--- src/rtl/udma_hyper_pkg.sv ---
// Shared types and constants for the HyperBus TX unpacker.
package udma_hyper_pkg;

  typedef enum logic [1:0] {
    ST_IDLE = 2'd0,
    ST_RUN  = 2'd1,
    ST_DONE = 2'd2
  } hyper_txu_state_e;

  // Lane write masks: bit i set means lane i is not written.
  localparam logic [1:0] MASK_NONE = 2'b00;
  localparam logic [1:0] MASK_LO   = 2'b01;
  localparam logic [1:0] MASK_HI   = 2'b10;

  // Byte buffer depth and the width of its occupancy count.
  localparam int unsigned BUF_BYTES = 6;
  localparam int unsigned CNT_W     = 3;

endpackage

--- src/rtl/udma_hyper_tx_unpacker_if.sv ---
// Word input stream and DDR beat output stream of the TX unpacker.
interface udma_hyper_tx_unpacker_if;

  logic [31:0] in_data_i;
  logic        in_valid_i;
  logic        in_ready_o;
  logic [15:0] phy_data_o;
  logic [1:0]  phy_mask_o;
  logic        phy_last_o;
  logic        phy_valid_o;
  logic        phy_ready_i;

  // Unpacker side.
  modport master (
    input  in_data_i, in_valid_i, phy_ready_i,
    output in_ready_o, phy_data_o, phy_mask_o, phy_last_o, phy_valid_o
  );

  // FIFO / PHY side.
  modport slave (
    output in_data_i, in_valid_i, phy_ready_i,
    input  in_ready_o, phy_data_o, phy_mask_o, phy_last_o, phy_valid_o
  );

endinterface

--- src/rtl/hyper_byte_realign.sv ---
// Byte buffer: pushes 4 bytes at the tail, pops 1 or 2 bytes from the head.
// A clear may preload one zero byte so an odd start offset lines the stream
// up with lane 1 of the first beat.
module hyper_byte_realign
  import udma_hyper_pkg::*;
(
  input  logic             clk_i,
  input  logic             rst_i,
  input  logic             clr_i,
  input  logic             preload_i,
  input  logic             push_i,
  input  logic [31:0]      push_data_i,
  input  logic             pop_i,
  input  logic             pop2_i,
  output logic [15:0]      head_o,
  output logic [CNT_W-1:0] count_o
);

  logic [8*BUF_BYTES-1:0] buf_q, buf_d, shifted, wr_data, wr_mask;
  logic [CNT_W-1:0]       count_q, count_d, pop_n, base;

  // Drain the head first, then append the new word behind what is left.
  always_comb begin
    pop_n   = pop_i ? (pop2_i ? CNT_W'(2) : CNT_W'(1)) : CNT_W'(0);
    base    = count_q - pop_n;
    shifted = buf_q >> {pop_n, 3'b000};
    wr_data = {{(8*BUF_BYTES-32){1'b0}}, push_data_i} << {base, 3'b000};
    wr_mask = {{(8*BUF_BYTES-32){1'b0}}, 32'hFFFF_FFFF} << {base, 3'b000};
    buf_d   = shifted;
    count_d = base;
    if (push_i) begin
      buf_d   = (shifted & ~wr_mask) | wr_data;
      count_d = base + CNT_W'(4);
    end
    if (clr_i) begin
      buf_d   = '0;
      count_d = {{(CNT_W-1){1'b0}}, preload_i};
    end
  end

  // Buffer storage and occupancy.
  always_ff @(posedge clk_i) begin
    if (rst_i) begin
      buf_q   <= '0;
      count_q <= '0;
    end else begin
      buf_q   <= buf_d;
      count_q <= count_d;
    end
  end

  assign head_o  = buf_q[15:0];
  assign count_o = count_q;

endmodule

--- src/rtl/udma_hyper_tx_unpacker.sv ---
// Unpacks 32-bit little-endian TX words into 16-bit HyperBus DDR beats
// with per-lane write masks.
//
//   state   | meaning
//   IDLE    | waiting for trans_start_i
//   RUN     | accepting words, emitting beats
//   DONE    | transfer finished; done_o pulses, then back to IDLE
module udma_hyper_tx_unpacker
  import udma_hyper_pkg::*;
#(
  parameter int TRANS_SIZE = 16
) (
  input  logic                  clk_i,
  input  logic                  rst_i,
  input  logic                  trans_start_i,
  input  logic [TRANS_SIZE-1:0] trans_len_i,
  input  logic                  trans_offset_i,
  input  logic                  abort_i,
  udma_hyper_tx_unpacker_if.master bus,
  output logic                  busy_o,
  output logic                  done_o
);

  hyper_txu_state_e      state_q;
  logic [TRANS_SIZE-1:0] beats_rem_q, beats_init;
  logic [TRANS_SIZE-2:0] words_rem_q, words_init;
  logic                  first_q, off_q, odd_end_q, busy_q, done_q;

  logic [15:0]      head;
  logic [CNT_W-1:0] count, drain;
  logic             last_beat, need2, beat_ok, pop, push, in_ready, start_go;
  logic [1:0]       lane_mask;

  // Beat count ceil((off+len)/2) and word count ceil(len/4), one bit wider
  // internally so len = 2^TRANS_SIZE-1 does not wrap.
  assign beats_init = TRANS_SIZE'(({1'b0, trans_len_i} + {{TRANS_SIZE{1'b0}}, trans_offset_i}
                                   + (TRANS_SIZE+1)'(1)) >> 1);
  assign words_init = (TRANS_SIZE-1)'(({1'b0, trans_len_i} + (TRANS_SIZE+1)'(3)) >> 2);

  assign start_go  = (state_q == ST_IDLE) && trans_start_i && !abort_i;
  assign last_beat = (beats_rem_q == TRANS_SIZE'(1));
  // A final beat whose upper lane is masked needs only one buffered byte.
  assign need2     = !(last_beat && odd_end_q);
  assign beat_ok   = (state_q == ST_RUN) && (need2 ? (count >= CNT_W'(2)) : (count != '0));
  assign pop       = beat_ok && bus.phy_ready_i;
  assign drain     = pop ? (need2 ? CNT_W'(2) : CNT_W'(1)) : CNT_W'(0);
  assign in_ready  = (state_q == ST_RUN) && (words_rem_q != '0)
                     && ((count - drain) <= CNT_W'(BUF_BYTES - 4));
  assign push      = bus.in_valid_i && in_ready;
  assign lane_mask = (last_beat && odd_end_q ? MASK_HI : MASK_NONE)
                   | (first_q && off_q ? MASK_LO : MASK_NONE);

  hyper_byte_realign u_realign (
    .clk_i       (clk_i),
    .rst_i       (rst_i),
    .clr_i       (abort_i || start_go),
    .preload_i   (trans_offset_i && !abort_i),
    .push_i      (push),
    .push_data_i (bus.in_data_i),
    .pop_i       (pop),
    .pop2_i      (need2),
    .head_o      (head),
    .count_o     (count)
  );

  // Transfer sequencing, beat/word counters and status outputs.
  always_ff @(posedge clk_i) begin
    if (rst_i) begin
      state_q     <= ST_IDLE;
      beats_rem_q <= '0;
      words_rem_q <= '0;
      first_q     <= 1'b0;
      off_q       <= 1'b0;
      odd_end_q   <= 1'b0;
      busy_q      <= 1'b0;
      done_q      <= 1'b0;
    end else if (abort_i) begin
      state_q <= ST_IDLE;
      busy_q  <= 1'b0;
      done_q  <= 1'b0;
    end else begin
      unique case (state_q)
        ST_IDLE: begin
          done_q <= 1'b0;
          if (trans_start_i) begin
            beats_rem_q <= beats_init;
            words_rem_q <= words_init;
            first_q     <= 1'b1;
            off_q       <= trans_offset_i;
            odd_end_q   <= trans_len_i[0] ^ trans_offset_i;
            busy_q      <= 1'b1;
            state_q     <= (trans_len_i == '0) ? ST_DONE : ST_RUN;
          end
        end
        ST_RUN: begin
          if (push) words_rem_q <= words_rem_q - 1'b1;
          if (pop) begin
            beats_rem_q <= beats_rem_q - 1'b1;
            first_q     <= 1'b0;
            if (last_beat) begin
              state_q <= ST_DONE;
              done_q  <= 1'b1;
              busy_q  <= 1'b0;
            end
          end
        end
        ST_DONE: begin
          // Entered with done_q=0 only for a zero-length transfer, which
          // spends one busy cycle here before pulsing done_o.
          if (done_q) begin
            done_q  <= 1'b0;
            state_q <= ST_IDLE;
          end else begin
            done_q <= 1'b1;
            busy_q <= 1'b0;
          end
        end
        default: state_q <= ST_IDLE;
      endcase
    end
  end

  assign bus.in_ready_o  = in_ready;
  assign bus.phy_valid_o = beat_ok;
  assign bus.phy_mask_o  = beat_ok ? lane_mask : MASK_NONE;
  assign bus.phy_last_o  = beat_ok && last_beat;
  assign bus.phy_data_o  = beat_ok ? {lane_mask[1] ? 8'h00 : head[15:8],
                                      lane_mask[0] ? 8'h00 : head[7:0]} : 16'h0000;
  assign busy_o = busy_q;
  assign done_o = done_q;

endmodule

--- src/flat_wrapper.sv ---
// flat-port wrapper written by rule: the top's interface ports become plain ports
module udma_hyper_tx_unpacker_flat import udma_hyper_pkg::*;
#(
  parameter int TRANS_SIZE = 16
)
  (clk_i, rst_i, trans_start_i, trans_len_i, trans_offset_i, abort_i, busy_o, done_o, bus_in_data_i, bus_in_valid_i, bus_phy_ready_i, bus_in_ready_o, bus_phy_data_o, bus_phy_mask_o, bus_phy_last_o, bus_phy_valid_o);
  udma_hyper_tx_unpacker_if bus_i ();
  input  logic clk_i;
  input  logic rst_i;
  input  logic trans_start_i;
  input  logic [TRANS_SIZE-1:0] trans_len_i;
  input  logic trans_offset_i;
  input  logic abort_i;
  output logic busy_o;
  output logic done_o;
  input wire logic [$bits(bus_i.in_data_i)-1:0] bus_in_data_i;
  input wire logic [$bits(bus_i.in_valid_i)-1:0] bus_in_valid_i;
  input wire logic [$bits(bus_i.phy_ready_i)-1:0] bus_phy_ready_i;
  output wire logic [$bits(bus_i.in_ready_o)-1:0] bus_in_ready_o;
  output wire logic [$bits(bus_i.phy_data_o)-1:0] bus_phy_data_o;
  output wire logic [$bits(bus_i.phy_mask_o)-1:0] bus_phy_mask_o;
  output wire logic [$bits(bus_i.phy_last_o)-1:0] bus_phy_last_o;
  output wire logic [$bits(bus_i.phy_valid_o)-1:0] bus_phy_valid_o;
  assign bus_i.in_data_i = bus_in_data_i;
  assign bus_i.in_valid_i = bus_in_valid_i;
  assign bus_i.phy_ready_i = bus_phy_ready_i;
  assign bus_in_ready_o = bus_i.in_ready_o;
  assign bus_phy_data_o = bus_i.phy_data_o;
  assign bus_phy_mask_o = bus_i.phy_mask_o;
  assign bus_phy_last_o = bus_i.phy_last_o;
  assign bus_phy_valid_o = bus_i.phy_valid_o;
  udma_hyper_tx_unpacker #(.TRANS_SIZE(TRANS_SIZE)) u_core (.clk_i(clk_i), .rst_i(rst_i), .trans_start_i(trans_start_i), .trans_len_i(trans_len_i), .trans_offset_i(trans_offset_i), .abort_i(abort_i), .bus(bus_i), .busy_o(busy_o), .done_o(done_o));
endmodule
--- config.mk ---
export PLATFORM = sky130hd
export DESIGN_NAME = udma_hyper_tx_unpacker_flat
export DESIGN_NICKNAME = d
export VERILOG_FILES = /design/src/rtl/udma_hyper_pkg.sv /design/src/rtl/udma_hyper_tx_unpacker_if.sv /design/src/rtl/hyper_byte_realign.sv /design/src/rtl/udma_hyper_tx_unpacker.sv /design/src/flat_wrapper.sv
export SDC_FILE = /design/constraint.sdc
export NUM_CORES = 1
export LEC_CHECK = 0
export ABC_CLOCK_PERIOD_IN_PS = 7050
export CAP_MARGIN = 20
export CORE_MARGIN = 2
export CORE_UTILIZATION = 55
export CTS_BUF_LIST = sky130_fd_sc_hd__clkbuf_4 sky130_fd_sc_hd__clkbuf_8 sky130_fd_sc_hd__clkbuf_16
export CTS_CLUSTER_DIAMETER = 50
export DETAILED_ROUTE_END_ITERATION = 16
export HOLD_SLACK_MARGIN = 0.15
export PLACE_DENSITY = 0.8
export SKIP_CTS_REPAIR_TIMING = 1
export SYNTH_ARGS = -nofsm -noshare
export SYNTH_HDL_FRONTEND = slang
export SYNTH_HIERARCHICAL = 1
export SYNTH_SLANG_ARGS = --single-unit
--- constraint.sdc ---
create_clock -name clk_i -period 7.05 [get_ports clk_i]
set_input_delay 0.705 -clock clk_i [delete_from_list [all_inputs] [get_ports clk_i]]
set_output_delay 0.705 -clock clk_i [all_outputs]
set_load 0.01 [all_outputs]
==> impl_metrics.py, run 1 <==
metrics = {
    "floorplanning": {
        "die_h_um": 113.5,
        "fp.coreArea_sq_um": 11560,
        "initial_core_util": 0.5701,
        "dieWidth_um": 113.5,
        "num_rows": 39,
        "die-area_sq_um": 12880,
        "ioPinCount": 78,
    },
    "detailed_routing": {
        "drt_first_pass_iters": 6,
        "drt_wl_total_um": 19450,
        "viasPerCell": 6.460,
        "wl_met3_um": 1676,
        "wire_per_inst_um": 18.82,
        "vias": 6673,
        "initialDrtViolationCount": 637,
        "wl_met1_um": 8358,
        "routed.top_layer": "met4",
        "met2_wirelength_um": 8874,
        "ant_nets": 0,
        "drc": 0,
    },
    "synth": {
        "yosys_warnings": 6,
        "syn_avg_cell_area_sq_um": 7.586,
        "syn-num-nets": 937,
        "synth_ff_type": "dfxtp_1",
        "synth_area_sq_um": 6593,
        "yosys-mux-area-fraction": 0.07478,
        "ys_ff_latch": 89,
        "synth_cell_types": 76,
        "synth_top_family_by_area": "compound AO/OA/AOI/OAI gates",
        "synth_top_cell_by_area": "dfxtp_1",
        "synth.top_cells.by_count": "nand2_1, dfxtp_1, a21oi_1, o211ai_1, nor2_1",
        "synth_compound_area_frac": 0.2589,
        "yosysSeqAreaShare": 0.2703,
        "synth.top_cell.area_share": 0.2703,
        "synthArstFlopShare": 0,
        "synthXorXnorAreaFrac": 0.04745,
        "synth_edf_count": 0,
        "synth_area_leaders": "dfxtp_1, o211ai_1, nand2_1",
        "synth.most_common_cell": "nand2_1",
        "yosys.area_share.simple": 0.2477,
        "syn_inst": 869,
        "synth_fa_ha_area_frac": 0.02695,
    },
    "clock_network": {
        "htreeDepth": 3,
        "cts_tree": "built",
        "clk_latency_ns": 0.36,
        "clock_sinks": 89,
        "cts.path.max_buffers": 2,
        "cts.reportedPaths.clkPinSlew_ns": 0.07,
        "numCtsBuffers": 9,
        "root_buffer": "clkbuf_16",
    },
    "worst_setup_path": {
        "cp-end-kind": "flip-flop",
        "critPathLaunch": "u_core/beats_rem_q[1]$_SDFFE_PP0P_",
        "max_stage_delay_ns": 0.86,
        "cp.required_ns": 7.35,
        "crit_chain": "inv_1, ha_1, nor4b_1, and4_4, nand2_2, nor2b_1, ha_1, fa_1, buf_4, and2_1, nand2_1, nor3_2, a221o_1",
        "start_kind": "flip-flop",
        "path_max_fanout": 44,
        "critPathKind": "flip-flop to flip-flop",
        "crit_path_frequent_cell": "ha_1",
        "worstPathArrival_ns": 5.53,
        "rr_startpoint": "u_core/beats_rem_q[1]$_SDFFE_PP0P_",
        "crit_slowest_cell": "nor2b_1",
    },
    "min_path": {
        "holdCritStartpoint": "u_core/words_rem_q[14]$_SDFFE_PP0P_",
        "min_path_type": "flip-flop to flip-flop",
    },
    "global_routing": {
        "grt_pass1_vias": 6382,
        "track_usage": 0.3019,
        "grt_first_pass_wirelength_um": 31620,
        "grt_max_degree": 76,
        "gr-total-overflow": 0,
        "grt_antenna_before_repair": 0,
    },
    "timing": {
        "final_max_slew_viol_count": 0,
        "max_slew_margin": 0.2950,
        "tightest_slew_ns": 1.054,
        "finClkSkew_ns": 0.009688,
        "hold_viol": 0,
        "max_freq_mhz": 191.3,
        "setup_tns_ns": 0,
        "rsz0062_at_grt": "false",
        "setup_viol": 0,
        "fin_crit_sh": 0.7416,
        "layout_min_cycle_time_ns": 5.228,
        "worst_slack_ns": 1.822,
    },
    "place": {
        "placed_area_sq_um": 7222,
        "place_ws_ns": 1.912,
        "hpwl_um": 14000,
        "place_inst": 1017,
        "port_buffers": 77,
        "gp_congestion": 0.9793,
    },
    "finish": {
        "diodes": 0,
        "nNetsFinal": 953,
        "final-instance-count-excl-fill": 1033,
        "fin_area_sq_um": 7572,
        "fill_cells": 1019,
        "drive_above_1_share": 0.06966,
        "fin_util": 0.6548,
        "area_delta_synth_final_pct": 14.86,
    },
    "power_and_ir_drop": {
        "powerDensity_nw_per_um2": 186.3,
        "ir_drop_v": 0.00009972,
        "p_leak_uw": 0.002719,
    },
    "job": {
        "cap_violations": 0,
    },
    "outcome": {
        "outcome": "complete, no violations",
    },
}
-- worst paths after layout --
check | cells past startpoint | endpoint | slack (ns)
setup / recovery | 13 | u_core/u_realign/buf_q[39]$_SDFF_PP0_ | 1.82
hold / removal | 2 | u_core/words_rem_q[14]$_SDFFE_PP0P_ | 0.48
setup reg to reg | 13 | u_core/u_realign/buf_q[39]$_SDFF_PP0_ | 1.82
hold reg to reg | 2 | u_core/words_rem_q[14]$_SDFFE_PP0P_ | 0.48
-- cell families after synthesis --
group / after synthesis
xor gates and xnor gates: 34
muxes: 48
AOI/OAI and AO/OA: 253
buffers and inverters: 108
adders and majority gates: 13
DFF: 89
and+or+nand+nor: 324
-- cell usage in the layout (no fill, tap or decap), types with 19 or more instances in the layout --
cell             netlist  routed
nand2_1              123     122
dfxtp_1               89      89
clkdlybuf4s50_1        0      77
a21oi_1               70      70
o211ai_1              65      65
nor2_1                51      51
o21ai_0               46      46
nand3_1               40      40
mux2i_1               38      38
inv_1                 29      29
and2_1                23      23
xnor2_1               19      19
-- worst max-delay path: cells and delay by family, from the launching register on --
kind	cells	cell delay, ns
flip-flops	1	0.33
buffers and inverters	2	0.48
AO/OA/AOI/OAI	1	0.23
adder cells (fa/ha/maj)	3	0.98
AND/OR/NAND/NOR	7	3.14
-- layout make-up --
type	instances	area (sq um)	area share
Multi-Input combinational cell	672	4329	0.5717
Sequential cell	89	1782	0.2353
Timing Repair Buffer	84	823.3	0.1087
Clock buffer	9	225.2	0.02974
Tap cell	143	178.9	0.02363
Clock inverter	7	125.1	0.01652
Inverter	29	108.9	0.01438
-- routing by layer --
metal / track usage / vias to the layer above
met2: 0.4699 / 323
met4: 0.1260 / 0
li1: - / 3161
met5: 0 / -
met3: 0.05632 / 44
met1: 0.4130 / 3145
-- sequential cells by signal, indices dropped and copies added (netlist names), 2 cells and up --
| signal | cells |
|---|---|
| u_core/u_realign/buf_q | 48 |
| u_core/state_q | 2 |
| u_core/u_realign/count_o | 3 |
| u_core/words_rem_q | 15 |
| u_core/beats_rem_q | 16 |
-- power breakdown --
group	total [uW]	internal [uW]	switching, uW
Sequential	536	518	18.0
Combinational	299	119	180
Clock	575	351	224
Total	1410	988	423
-- stage by stage --
step / hold slack [ns] / power (uW)
CTS: 0.4732 / 1408
finish: 0.4778 / 1411
floorplan: 0.4346 / 742.1
detailed placement: 0.4639 / 836.8
global placement: 0.4599 / 829.6
global route: 0.5067 / 1461
Power figures use the tool's default switching activity.
==> run 2, diff against run 1 <==
--- a/config.mk
+++ b/config.mk
@@ -5,7 +5,7 @@
 export SDC_FILE = /design/constraint.sdc
 export NUM_CORES = 1
 export LEC_CHECK = 0
-export ABC_CLOCK_PERIOD_IN_PS = 7050
+export ABC_CLOCK_PERIOD_IN_PS = 5400
 export CAP_MARGIN = 20
 export CORE_MARGIN = 2
 export CORE_UTILIZATION = 55
==> constraint.sdc (replaced) <==
create_clock -name clk_i -period 5.4 [get_ports clk_i]
set_input_delay 0.54 -clock clk_i [delete_from_list [all_inputs] [get_ports clk_i]]
set_output_delay 0.54 -clock clk_i [all_outputs]
set_load 0.01 [all_outputs]
==> run 2 against run 1 <==
  * Cell count is 0.39% higher
  * Sequential cell count stayed put
  * Total power increased by 23%
  * Utilization down 0.15 points
  * Worst setup slack got worse by 0.95 ns
  * First-iteration DRC count up 47%
  * Fmax rose by 15%
  * Critical path type unchanged
  * Largest cell class unchanged
==> impl_metrics.py, run 2 (synthesis results as in run 1) <==
metrics = {
    "outcome": {
        "outcome": "complete, no violations",
    },
    "job": {
        "cap_violations": 0,
    },
    "global_routing": {
        "grt_pass1_vias": 6295,
        "grt_antenna_before_repair": 0,
        "grt_first_pass_wirelength_um": 31350,
        "gr-total-overflow": 0,
        "track_usage": 0.2996,
        "grt_max_degree": 75,
    },
    "timing": {
        "rsz0062_at_grt": "false",
        "setup_tns_ns": 0,
        "layout_min_cycle_time_ns": 4.530,
        "hold_viol": 0,
        "max_slew_margin": 0.2964,
        "final_max_slew_viol_count": 0,
        "finClkSkew_ns": 0.006190,
        "max_freq_mhz": 220.7,
        "fin_crit_sh": 0.8389,
        "tightest_slew_ns": 1.049,
        "setup_viol": 0,
    },
    "worst_setup_path": {
        "critPathLaunch": "u_core/beats_rem_q[0]$_SDFFE_PP0P_",
        "r2r_slack_ns": 0.87,
        "worstPathArrival_ns": 4.79,
        "start_kind": "flip-flop",
        "path_max_fanout": 74,
        "r2r_end": "u_core/u_realign/buf_q[19]$_SDFF_PP0_",
        "cp.required_ns": 5.66,
        "critPathKind": "flip-flop to flip-flop",
        "cp-end-kind": "flip-flop",
        "r2r_cells": 13,
        "crit_end": "u_core/u_realign/buf_q[19]$_SDFF_PP0_",
        "rr_startpoint": "u_core/beats_rem_q[0]$_SDFFE_PP0P_",
    },
    "detailed_routing": {
        "viasPerCell": 6.419,
        "drt_first_pass_iters": 5,
        "initialDrtViolationCount": 934,
        "wire_per_inst_um": 18.72,
        "drt_wl_total_um": 19410,
        "vias": 6657,
        "drc": 0,
        "ant_nets": 0,
    },
    "power_and_ir_drop": {
        "net-switching-power_uw": 528.3,
        "switching_share": 0.3055,
        "ir_drop_v": 0.0001894,
        "power.internal_uw": 1201,
        "powerDensity_nw_per_um2": 228.9,
        "combPwrFrac": 0.226,
        "p_leak_uw": 0.002717,
        "p_seq_frac": 0.406,
        "p_clk_frac": 0.368,
    },
    "floorplanning": {
        "fp.coreArea_sq_um": 11560,
        "ioPinCount": 78,
        "die_h_um": 113.5,
        "initial_core_util": 0.5701,
        "num_rows": 39,
        "dieWidth_um": 113.5,
        "die-area_sq_um": 12880,
    },
    "finish": {
        "largest_register": "u_core/u_realign/buf_q",
        "reg_top3": "u_core/u_realign/buf_q (48), u_core/beats_rem_q (16), u_core/words_rem_q (15)",
        "mostFrequentLayoutCell": "nand2_1",
        "largest_reg_flops": 48,
        "area_delta_synth_final_pct": 14.59,
        "nNetsFinal": 958,
        "fin_util": 0.6533,
        "drive_above_1_share": 0.07383,
        "layout_common_cells": "nand2_1, dfxtp_1, clkdlybuf4s50_1",
        "final-instance-count-excl-fill": 1037,
        "diodes": 0,
    },
    "place": {
        "place_inst": 1022,
        "hpwl_um": 14170,
        "gp_congestion": 0.9810,
        "port_buffers": 77,
    },
    "clock_network": {
        "root_buffer": "clkbuf_16",
        "cts.reportedPaths.clkPinSlew_ns": 0.06,
        "numCtsBuffers": 9,
        "clk_latency_ns": 0.35,
        "clock_sinks": 89,
        "cts.path.max_buffers": 2,
        "cts_tree": "built",
        "htreeDepth": 3,
    },
    "min_path": {
        "min_path_type": "flip-flop to flip-flop",
    },
}
==> run 2: changes by cell type in the layout (fill, tap and decap cells not counted) <==
cell | previous run | this run
buf_4 | 7 | 12
bufinv_16 | 3 | 1
clkbuf_8 | 0 | 1
clkinv_2 | 0 | 2
clkinvlp_4 | 0 | 1
inv_6 | 3 | 0
==> run 2: final cells by class <==
class,count,area [sq um]
Sequential cell,89,1782
Fill cell,1002,4010
Multi-Input combinational cell,672,4329
Tap cell,143,178.9
Inverter,29,108.9
Clock inverter,5,56.30
Timing Repair Buffer,89,860.8
Clock buffer,10,239.0
==> run 2: how the worst min path moves through the flow <==
| stage | startpoint | depth (start not counted) | slack (ns) | endpoint |
|---|---|---|---|---|
| 2_1_floorplan | u_core/words_rem_q[14]$_SDFFE_PP0P_ | 2 | 0.43 | u_core/words_rem_q[14]$_SDFFE_PP0P_ |
| 3_3_place_gp | u_core/words_rem_q[14]$_SDFFE_PP0P_ | 2 | 0.45 | u_core/words_rem_q[14]$_SDFFE_PP0P_ |
| 3_5_place_dp | u_core/words_rem_q[14]$_SDFFE_PP0P_ | 2 | 0.46 | u_core/words_rem_q[14]$_SDFFE_PP0P_ |
| 4_1_cts | u_core/words_rem_q[14]$_SDFFE_PP0P_ | 2 | 0.47 | u_core/words_rem_q[14]$_SDFFE_PP0P_ |
| 5_1_grt | u_core/words_rem_q[14]$_SDFFE_PP0P_ | 2 | 0.51 | u_core/words_rem_q[14]$_SDFFE_PP0P_ |
| 6_report | u_core/words_rem_q[14]$_SDFFE_PP0P_ | 2 | 0.47 | u_core/words_rem_q[14]$_SDFFE_PP0P_ |
==> run 2: critical path: stages (launching register included) <==
cell and delay, ns:
dfxtp_1 0.40, ha_1 0.17, nor4b_1 0.33, nand4_1 0.23, o21ai_2 0.27, and3_2 0.25, buf_4 0.57, and2_1 0.25
fa_1 0.60, buf_4 0.32, nor2_2 0.30, nand3b_1 0.36, o211ai_1 0.16, a21oi_1 0.21
==> run 2: stage by stage <==
stage	hold WS, ns	power, uW	setup WS, ns	area, sq um
2_1_floorplan	0.4346	968.9	1.609	6593
3_3_place_gp	0.4531	1083	1.187	7252
3_5_place_dp	0.4606	1092	1.002	7259
4_1_cts	0.4697	1723	0.9687	7555
5_1_grt	0.5102	1798	0.4508	7555
6_report	0.4684	1729	0.8697	7555
==> run 2: power groups by stage <==
| stage | clock network (uW) | logic (uW) | registers [uW] |
|---|---|---|---|
| floorplan | 0 | 260 | 709 |
| global placement | 0 | 371 | 713 |
| detailed placement | 0 | 377 | 715 |
| CTS | 640 | 382 | 700 |
| global route | 671 | 423 | 704 |
| finish | 637 | 391 | 701 |
==> run 2: layer usage <==
metal | global-route usage | wire length [um] | vias to the layer above
met2 | 0.4758 | 8790 | 352
li1 | - | - | 3169
met3 | 0.04357 | 1568 | 30
met5 | 0 | 0 | -
met4 | 0.09350 | 345 | 0
met1 | 0.4227 | 8706 | 3106
